**src/rtl/eth_hdr_axis_tx.sv**
```systemverilog
// Ethernet frame serializer: parallel header + byte payload -> one byte stream.
// Sends the 14-byte header, passes the payload through, and optionally zero-pads
// short frames up to MIN_FRAME_LENGTH. The output sits behind a 2-entry skid buffer,
// so every m_axis output comes straight from a register.
module eth_hdr_axis_tx #(
  parameter int ENABLE_PADDING   = 1,
  parameter int MIN_FRAME_LENGTH = 60
) (
  input  logic        clk,
  input  logic        rst,
  input  logic        s_eth_hdr_valid,
  output logic        s_eth_hdr_ready,
  input  logic [47:0] s_eth_dest_mac,
  input  logic [47:0] s_eth_src_mac,
  input  logic [15:0] s_eth_type,
  input  logic [7:0]  s_eth_payload_axis_tdata,
  input  logic        s_eth_payload_axis_tvalid,
  output logic        s_eth_payload_axis_tready,
  input  logic        s_eth_payload_axis_tlast,
  input  logic        s_eth_payload_axis_tuser,
  output logic [7:0]  m_axis_tdata,
  output logic        m_axis_tvalid,
  input  logic        m_axis_tready,
  output logic        m_axis_tlast,
  output logic        m_axis_tuser,
  output logic        busy
);

  typedef enum logic [1:0] {IDLE, WRITE_HEADER, WRITE_PAYLOAD, WRITE_PAD} state_t;

  localparam logic [16:0] MIN_LEN = 17'(MIN_FRAME_LENGTH);

  state_t      state, state_next;
  logic [15:0] count, count_next;
  logic [16:0] count_inc;
  logic [15:0] count_sat;
  logic [47:0] dest_mac, src_mac;
  logic [15:0] eth_type;
  logic [111:0] hdr_shift;
  logic        frame_user, frame_user_next;
  logic        latch_hdr;
  logic        hdr_fire, payload_fire;

  // Internal byte interface between the FSM and the skid buffer.
  logic [7:0]  tdata_int;
  logic        tvalid_int, tlast_int, tuser_int;
  logic        ready_int, ready_int_early;

  // Skid buffer temp entry and steering.
  logic [7:0]  temp_tdata;
  logic        temp_tvalid, temp_tlast, temp_tuser;
  logic        out_valid_next, temp_valid_next;
  logic        int_to_out, int_to_temp, temp_to_out;

  assign hdr_fire     = s_eth_hdr_ready & s_eth_hdr_valid;
  assign payload_fire = s_eth_payload_axis_tready & s_eth_payload_axis_tvalid;
  assign count_inc    = {1'b0, count} + 17'd1;
  assign count_sat    = count_inc[16] ? 16'hFFFF : count_inc[15:0];
  // Header byte N lands in the top byte after shifting by N bytes.
  assign hdr_shift    = {dest_mac, src_mac, eth_type} << {count[3:0], 3'b000};

  // Ready for the internal interface next cycle: free slot somewhere in the buffer.
  assign ready_int_early = m_axis_tready | (~temp_tvalid & (~m_axis_tvalid | ~tvalid_int));

  // Frame sequencing: decides the next state and the byte offered to the skid buffer.
  always_comb begin
    // NOTE: every signal gets a default here so no path leaves one unassigned and infers a latch.
    state_next      = state;
    count_next      = count;
    frame_user_next = frame_user;
    latch_hdr       = 1'b0;
    tdata_int       = 8'h00;
    tvalid_int      = 1'b0;
    tlast_int       = 1'b0;
    tuser_int       = 1'b0;
    unique case (state)
      IDLE: begin
        count_next = '0;
        if (hdr_fire) begin
          latch_hdr  = 1'b1;
          state_next = WRITE_HEADER;
          if (ready_int) begin
            tdata_int  = s_eth_dest_mac[47:40];
            tvalid_int = 1'b1;
            count_next = 16'd1;
          end
        end
      end
      WRITE_HEADER: begin
        if (ready_int) begin
          tdata_int  = hdr_shift[111:104];
          tvalid_int = 1'b1;
          count_next = count_sat;
          if (count == 16'd13) state_next = WRITE_PAYLOAD;
        end
      end
      WRITE_PAYLOAD: begin
        if (payload_fire) begin
          tdata_int  = s_eth_payload_axis_tdata;
          tvalid_int = 1'b1;
          count_next = count_sat;
          if (s_eth_payload_axis_tlast) begin
            if (ENABLE_PADDING != 0 && count_inc < MIN_LEN) begin
              frame_user_next = s_eth_payload_axis_tuser;
              state_next      = WRITE_PAD;
            end else begin
              tlast_int  = 1'b1;
              tuser_int  = s_eth_payload_axis_tuser;
              state_next = IDLE;
            end
          end
        end
      end
      WRITE_PAD: begin
        if (ready_int) begin
          tvalid_int = 1'b1;
          count_next = count_sat;
          if (count_inc >= MIN_LEN) begin
            tlast_int  = 1'b1;
            tuser_int  = frame_user;
            state_next = IDLE;
          end
        end
      end
      default: state_next = IDLE;
    endcase
  end

  // Skid buffer steering: straight to the output when it can move, else park in temp.
  always_comb begin
    out_valid_next  = m_axis_tvalid;
    temp_valid_next = temp_tvalid;
    int_to_out      = 1'b0;
    int_to_temp     = 1'b0;
    temp_to_out     = 1'b0;
    if (ready_int) begin
      if (m_axis_tready || !m_axis_tvalid) begin
        out_valid_next = tvalid_int;
        int_to_out     = 1'b1;
      end else begin
        temp_valid_next = tvalid_int;
        int_to_temp     = 1'b1;
      end
    end else if (m_axis_tready) begin
      out_valid_next  = temp_tvalid;
      temp_valid_next = 1'b0;
      temp_to_out     = 1'b1;
    end
  end

  // All state, latched header and skid buffer registers.
  // NOTE: datapath registers are reset too, so every output reads 0 during reset.
  always_ff @(posedge clk or negedge rst) begin
    if (!rst) begin
      state                     <= IDLE;
      count                     <= '0;
      frame_user                <= 1'b0;
      dest_mac                  <= '0;
      src_mac                   <= '0;
      eth_type                  <= '0;
      s_eth_hdr_ready           <= 1'b0;
      s_eth_payload_axis_tready <= 1'b0;
      busy                      <= 1'b0;
      ready_int                 <= 1'b0;
      m_axis_tdata              <= '0;
      m_axis_tvalid             <= 1'b0;
      m_axis_tlast              <= 1'b0;
      m_axis_tuser              <= 1'b0;
      temp_tdata                <= '0;
      temp_tvalid               <= 1'b0;
      temp_tlast                <= 1'b0;
      temp_tuser                <= 1'b0;
    end else begin
      // NOTE: non-blocking assignments so every register samples pre-edge values.
      state                     <= state_next;
      count                     <= count_next;
      frame_user                <= frame_user_next;
      s_eth_hdr_ready           <= (state_next == IDLE);
      s_eth_payload_axis_tready <= ready_int_early & (state_next == WRITE_PAYLOAD);
      busy                      <= (state_next != IDLE);
      ready_int                 <= ready_int_early;
      m_axis_tvalid             <= out_valid_next;
      temp_tvalid               <= temp_valid_next;
      if (latch_hdr) begin
        dest_mac <= s_eth_dest_mac;
        src_mac  <= s_eth_src_mac;
        eth_type <= s_eth_type;
      end
      if (int_to_out) begin
        m_axis_tdata <= tdata_int;
        m_axis_tlast <= tlast_int;
        m_axis_tuser <= tuser_int;
      end else if (temp_to_out) begin
        m_axis_tdata <= temp_tdata;
        m_axis_tlast <= temp_tlast;
        m_axis_tuser <= temp_tuser;
      end
      if (int_to_temp) begin
        temp_tdata <= tdata_int;
        temp_tlast <= tlast_int;
        temp_tuser <= tuser_int;
      end
    end
  end

endmodule
```
**config.mk**
```make
export PLATFORM = sky130hd
export DESIGN_NAME = eth_hdr_axis_tx
export DESIGN_NICKNAME = d
export VERILOG_FILES = /design/src/rtl/eth_hdr_axis_tx.sv
export SDC_FILE = /design/constraint.sdc
export NUM_CORES = 1
export LEC_CHECK = 0
export ABC_AREA = 1
export CAP_MARGIN = 30
export CORE_ASPECT_RATIO = 1.4
export CORE_MARGIN = 10
export CORE_UTILIZATION = 57
export DETAILED_ROUTE_END_ITERATION = 12
export PLACE_DENSITY_LB_ADDON = 0.08
export SYNTH_ARGS = -nofsm -noshare
export SYNTH_HDL_FRONTEND = slang
export SYNTH_SLANG_ARGS = --single-unit
```
**constraint.sdc**
```tcl
create_clock -name clk -period 4.2 [get_ports clk]
set_clock_uncertainty 0.05 [all_clocks]
set_input_delay 1.05 -clock clk [delete_from_list [all_inputs] [get_ports clk]]
set_output_delay 1.05 -clock clk [all_outputs]
set_load 0.03 [all_outputs]
```
Yosys cells after proc, flatten, opt, wreduce, memory -nomap -nowiden
Index checks and enable logic that the tools add are counted.
{"block": "op_classes", "n_addsub": 1, "n_lt_le_gt_ge": 2, "n_eq_ne": 9, "shift": 1, "muxes": 56, "bitwise_logic": 9, "n_reduce_logical": 12}
{"operator": "112-bit by 7-bit << shifter with 112-bit output", "n": 1}
{"operator": "16-bit two-way mux", "n": 3}
{"operator": "8-bit two-way mux", "n": 6}
{"operator": "16-bit case mux with 3 select lines", "n": 1}
{"operator": "1-bit two-way mux", "n": 33}
{"operator": "8-bit case mux with 3 select lines", "n": 1}
{"operator": "16-bit by 1-bit adder with 17-bit output, second input constant", "n": 1}
{"operator": "17-bit by 6-bit >= comparator with 1-bit output, second input constant", "n": 1}
{"operator": "17-bit by 6-bit less-than comparator with 1-bit output, second input constant", "n": 1}
{"operator": "16-bit by 4-bit == test with 1-bit output, second input constant", "n": 1}
{"operator": "2-bit two-way mux", "n": 8}
{"operator": "2-bit case mux with 4 select lines", "n": 1}
{"operator": "2-bit == test, second input constant", "n": 3}
{"operator": "2-bit AND reduction", "n": 3}
{"operator": "2-bit nonzero test", "n": 3}
{"operator": "1-bit bitwise AND", "n": 4}
{"operator": "2-bit logical NOT", "n": 2}
{"operator": "2-bit by 1-bit != test with 1-bit output, second input constant", "n": 2}
{"operator": "2-bit != test, second input constant", "n": 2}
{"operator": "1-bit case mux with 2 select lines", "n": 2}
{"operator": "4-bit AND reduction", "n": 1}
{"operator": "1-bit inverter", "n": 3}
{"operator": "1-bit case mux with 3 select lines", "n": 1}
{"operator": "2-bit by 1-bit == test with 1-bit output, second input constant", "n": 1}
{"operator": "4 further kinds", "n": 5}
{"block": "totals", "register_bits": 157, "in_bits": 127, "out_inout_bits": 14, "elab_cells": 108}

Depth between registers and ports, before layout
{"block": "logic_depth", "word_depth": 8, "mapped_depth": 15, "mapped_depth_nobuf": 15}

Worst setup path before layout
OpenSTA, ideal clock, no wires.
{"block": "synth_path", "path_type": "input-to-reg", "start": "in m_axis_tready", "end": "reg m_axis_tlast", "setup_time_ns": 0.125, "t_arrival_ns": 2.052, "t_required_ns": 4.025, "slack_ns": 1.973, "cell_stages": 7, "path_buffers": 0, "cell_sequence": "inv_1 > nand2_1 > inv_1 > nor2_1 > nor2_1 > a22oi_1 > nand2_1"}
{"block": "synth_between", "elab_chain_cells": 4, "elab_cells_between_ends": 7, "classes_between": "mux (5); reduce/logical (2)"}
{"item": "start, declared", "line": "23", "source": "input logic m_axis_tready,"}
{"item": "1-bit logical OR", "line": "137", "source": "if (m_axis_tready || !m_axis_tvalid) begin"}
{"item": "1-bit two-way mux", "line": "137"}
{"item": "1-bit two-way mux", "line": "136", "source": "if (ready_int) begin"}
{"item": "1-bit two-way mux / 2-bit nonzero test (equally long branches)"}
{"item": "end signal, assigned", "line": "191", "source": "m_axis_tlast <= tlast_int;"}
{"item": "end signal, assigned", "line": "195", "source": "m_axis_tlast <= temp_tlast;"}
{"item": "end, declared", "line": "24", "source": "output logic m_axis_tlast,"}
Several ways; a longest one is shown, not always the timed one.
A chain may end at the register's enable or synchronous reset.

Worst setup path in the final report
{"block": "layout_path", "start": "reg count[1]", "end": "reg m_axis_tuser"}
{"block": "layout_between", "elab_chain_cells": 7, "elab_cells_between_ends": 10, "classes_between": "add/sub (1); order compare (2); mux (7)"}
{"item": "start, declared", "line": "34", "source": "logic [15:0] count, count_next;"}
{"item": "start signal, assigned", "line": "176", "source": "count <= count_next;"}
{"item": "16-bit by 1-bit adder with 17-bit output (*)", "line": "57", "source": "assign count_inc = {1'b0, count} + 17'd1;"}
{"item": "17-bit by 6-bit less-than comparator with 1-bit output", "line": "103", "source": "if (ENABLE_PADDING != 0 && count_inc < MIN_LEN) begin"}
{"item": "1-bit two-way mux", "line": "103"}
{"item": "1-bit two-way mux", "line": "102", "source": "if (s_eth_payload_axis_tlast) begin"}
{"item": "1-bit two-way mux", "line": "98", "source": "if (payload_fire) begin"}
{"item": "1-bit case mux with 2 select lines (*)", "line": "76", "source": "unique case (state)"}
{"item": "1-bit two-way mux (*)", "line": "189", "source": "if (int_to_out) begin"}
{"item": "end signal, assigned", "line": "192", "source": "m_axis_tuser <= tuser_int;"}
{"item": "end signal, assigned", "line": "196", "source": "m_axis_tuser <= temp_tuser;"}
{"item": "end, declared", "line": "25", "source": "output logic m_axis_tuser,"}
Mark *: on every way between the ends. The rest lies on a longest branch, timed or not.

==> flow_metrics.env <==
export IMPL_run_status="finished, final reports clean"
export IMPL_gr_usage_met2=0.3789
export IMPL_grt_pass1_wl_mm=34.38
export IMPL_route_detailed_drc=0
export IMPL_maxCapViolCount=0
export IMPL_setup_tns_ps=0
export IMPL_synth_flop_cell="dfrtp_1"
export IMPL_start_util=0.5807
export IMPL_finalSetupViolations=0
export IMPL_worst_slew_pin_slew_ps=867.7
export IMPL_core_sq_mm=0.01339
export IMPL_cts_tree="done"
export IMPL_io_pins=141
export IMPL_nFillCells=1121
export IMPL_period_share=0.6835
export IMPL_r2r_cells=13
export IMPL_synthTopCellsByArea="dfrtp_1 (51%), nand2_1 (21%), o21ai_0 (4.4%)"
export IMPL_synth_top_cell_area_share=0.5053
export IMPL_max_slew_margin=0.4171
export IMPL_synthCells=1017
export IMPL_grt_pass1_vias=6990
export IMPL_syn2layout_area_growth_pct=27.34
export IMPL_synth_seq_cells=157
export IMPL_multi_input_area_sq_mm=0.003457
export IMPL_seq_power_share=0.392
export IMPL_synth_cell_type_count=37
export IMPL_layout_commonest_cell="nand2_1"
export IMPL_io_buffer_count=140
export IMPL_combinationalPowerShare=0.357
export IMPL_drv_slew=0
export IMPL_ys_seq_area_frac=0.5053
export IMPL_p_leak_nw=4.777
export IMPL_clk_path_buf_depth=2
export IMPL_num_rows=50
export IMPL_worstSetupEndpointType="flop"
export IMPL_postRouteAntennaNets=0
export IMPL_clock_sinks=157
export IMPL_wl_mm=21.29
export IMPL_antenna_found_initial=0
export IMPL_ctsHoldBuffers=0
export IMPL_drtIter0Drc=696
export IMPL_place_hpwl_mm=14.95
export IMPL_die_x_um=118.7
export IMPL_post_synth_cell_area_avg_sq_um=7.645
export IMPL_num_vias=7155
export IMPL_pwr_share_clk=0.251
export IMPL_nNetsFinal=1264
export IMPL_synth_edff_count=0
export IMPL_drive_gt1_frac=0.07143
export IMPL_whs_path_depth=2
export IMPL_synthesis_area_sq_mm=0.007775
export IMPL_pwr_density_cell_mw_per_mm2=628.2
export IMPL_stdcell_area_sq_mm=0.009901
export IMPL_grtUsageMet3=0.04777
export IMPL_worstPathMaxFanout=30
export IMPL_vdd_drop_max_mv=0.3811
export IMPL_total_power_mw=6.220
export IMPL_antennaDiodeCount=0
export IMPL_synth_nets=1146
export IMPL_yosysTopAreaCell="dfrtp_1"
export IMPL_power_switching_mw=2.412
export IMPL_final_cell_mix="nand2_1 (444), dfrtp_1 (156), clkdlybuf4s50_1 (139)"
export IMPL_busiest_layer="met2"
export IMPL_hold_violations=0
export IMPL_post_cts_buffers=0
export IMPL_cts_root_buffer="clkbuf_16"
export IMPL_grt_usage=0.2266
export IMPL_grtUsageMet1=0.2765
export IMPL_drtPass1Iterations=5
export IMPL_place_gp_congestion=0.9112
export IMPL_critPathRequiredTime_ps=4520
export IMPL_crit_arrival_ps=3190
export IMPL_grt_remaining_overflow=0
export IMPL_wl_per_cell_um=16.00
export IMPL_die_height_um=158.2
export IMPL_dpl_cell_area_sq_mm=0.009303
export IMPL_yosysWarningCount=0
export IMPL_grt_max_degree=112
export IMPL_rsz0062_at_grt="false"
export IMPL_via_per_inst=5.380
export IMPL_max_freq_mhz=348.4
export IMPL_p_sw_frac=0.3877
export IMPL_htree_levels=4
export IMPL_hold_class="flop to flop"
export IMPL_die_area_sq_mm=0.01878
export IMPL_clkTransAtPathRegs_ps=70
export IMPL_critPathKind="flop to flop"
export IMPL_clock_latency_ps=430
export IMPL_synthArstFlopShare=1.000
export IMPL_numCtsBuffers=17
export IMPL_post_cts_resized=0
export IMPL_layout_area_seq_sq_mm=0.003930
export IMPL_period_minus_slack_ps=2871
export IMPL_critical_path_startpoint_type="flop"
export IMPL_p_int_mw=3.808
## power by group through the flow
stage | sequential (mW) | clock (mW) | combinational, mW
2_1_floorplan | 2.44 | 0 | 1.50
3_3_place_gp | 2.44 | 0 | 2.16
3_5_place_dp | 2.45 | 0 | 2.21
4_1_cts | 2.43 | 1.57 | 2.23
5_1_grt | 2.51 | 1.63 | 2.53
6_report | 2.44 | 1.56 | 2.22
## area by class of cell
type                       instances  area share
clock buffer                      19     0.04474
multi-input combinational        760      0.3492
inverter                          49     0.01870
sequential                       157      0.3969
clock inverter                    13     0.01567
timing repair buffer             150      0.1518
tap                              182     0.02300
## state kept, by name, indices dropped and copies added (netlist names), 2 cells and up
register	flops
state	2
temp_tdata	8
eth_type	16
count	16
m_axis_tdata	8
src_mac	48
dest_mac	48
## per-layer routing
layer  up-vias  part of all wire
met5         -                 0
met4         0             0.030
met3        47             0.058
met2       244              0.50
met1      3345              0.41
li1       3519                 -
## logic make-up after synthesis
group           after synthesis  synth area share
compound gates              157            0.1180
xor+xnor                      1          0.001127
fa+ha+maj                     2          0.003218
buf+inv                     100           0.05101
flops                       157            0.5053
mux                           2          0.003218
simple gates                598            0.3182
## through the flow
step	instances	worst slack (ps)	utilization	hold slack (ps)
final	1330	1329	0.7395	414.3
after global routing	1330	1123	0.7395	435.6
after CTS	1330	1375	0.7395	418.6
after detailed placement	1298	1130	0.6949	402.8
after global placement	1298	1182	0.6949	398.8
after floorplan	1017	1973	-	386.6
## synth_stat cells, types with 10 or more instances
cell / instances
a21oi_1: 16
o22ai_1: 33
o211ai_1: 14
dfrtp_1: 157
nand2_1: 444
clkbuf_1: 41
inv_1: 45
nand3_1: 32
o21ai_0: 69
nand2_2: 10
a22oi_1: 11
nor2_1: 78
## worst max-delay path: stages (launching register included)
cell and delay, ps:
dfrtp_1 320, buf_4 330, ha_1 330, inv_1 120
nor2_4 190, nand2_1 120, nor2_2 440, nand3b_2 250
nor2_4 60, nand2_4 100, nand3_1 70, o21ai_1 250
nand2_1 90, nand2_1 80
## worst paths after layout
kind	startpoint	to	slack (ps)
max in group asynchronous	rst	src_mac[19]	2720
worst min register to register	dest_mac[6]	dest_mac[6]	410
min in group asynchronous	rst	count[10]	570
worst max-delay path	count[1]	m_axis_tuser	1330
worst max register to register	count[1]	m_axis_tuser	1330
worst min-delay path	dest_mac[6]	dest_mac[6]	410
No activity file was read; power rests on OpenSTA's default activity.
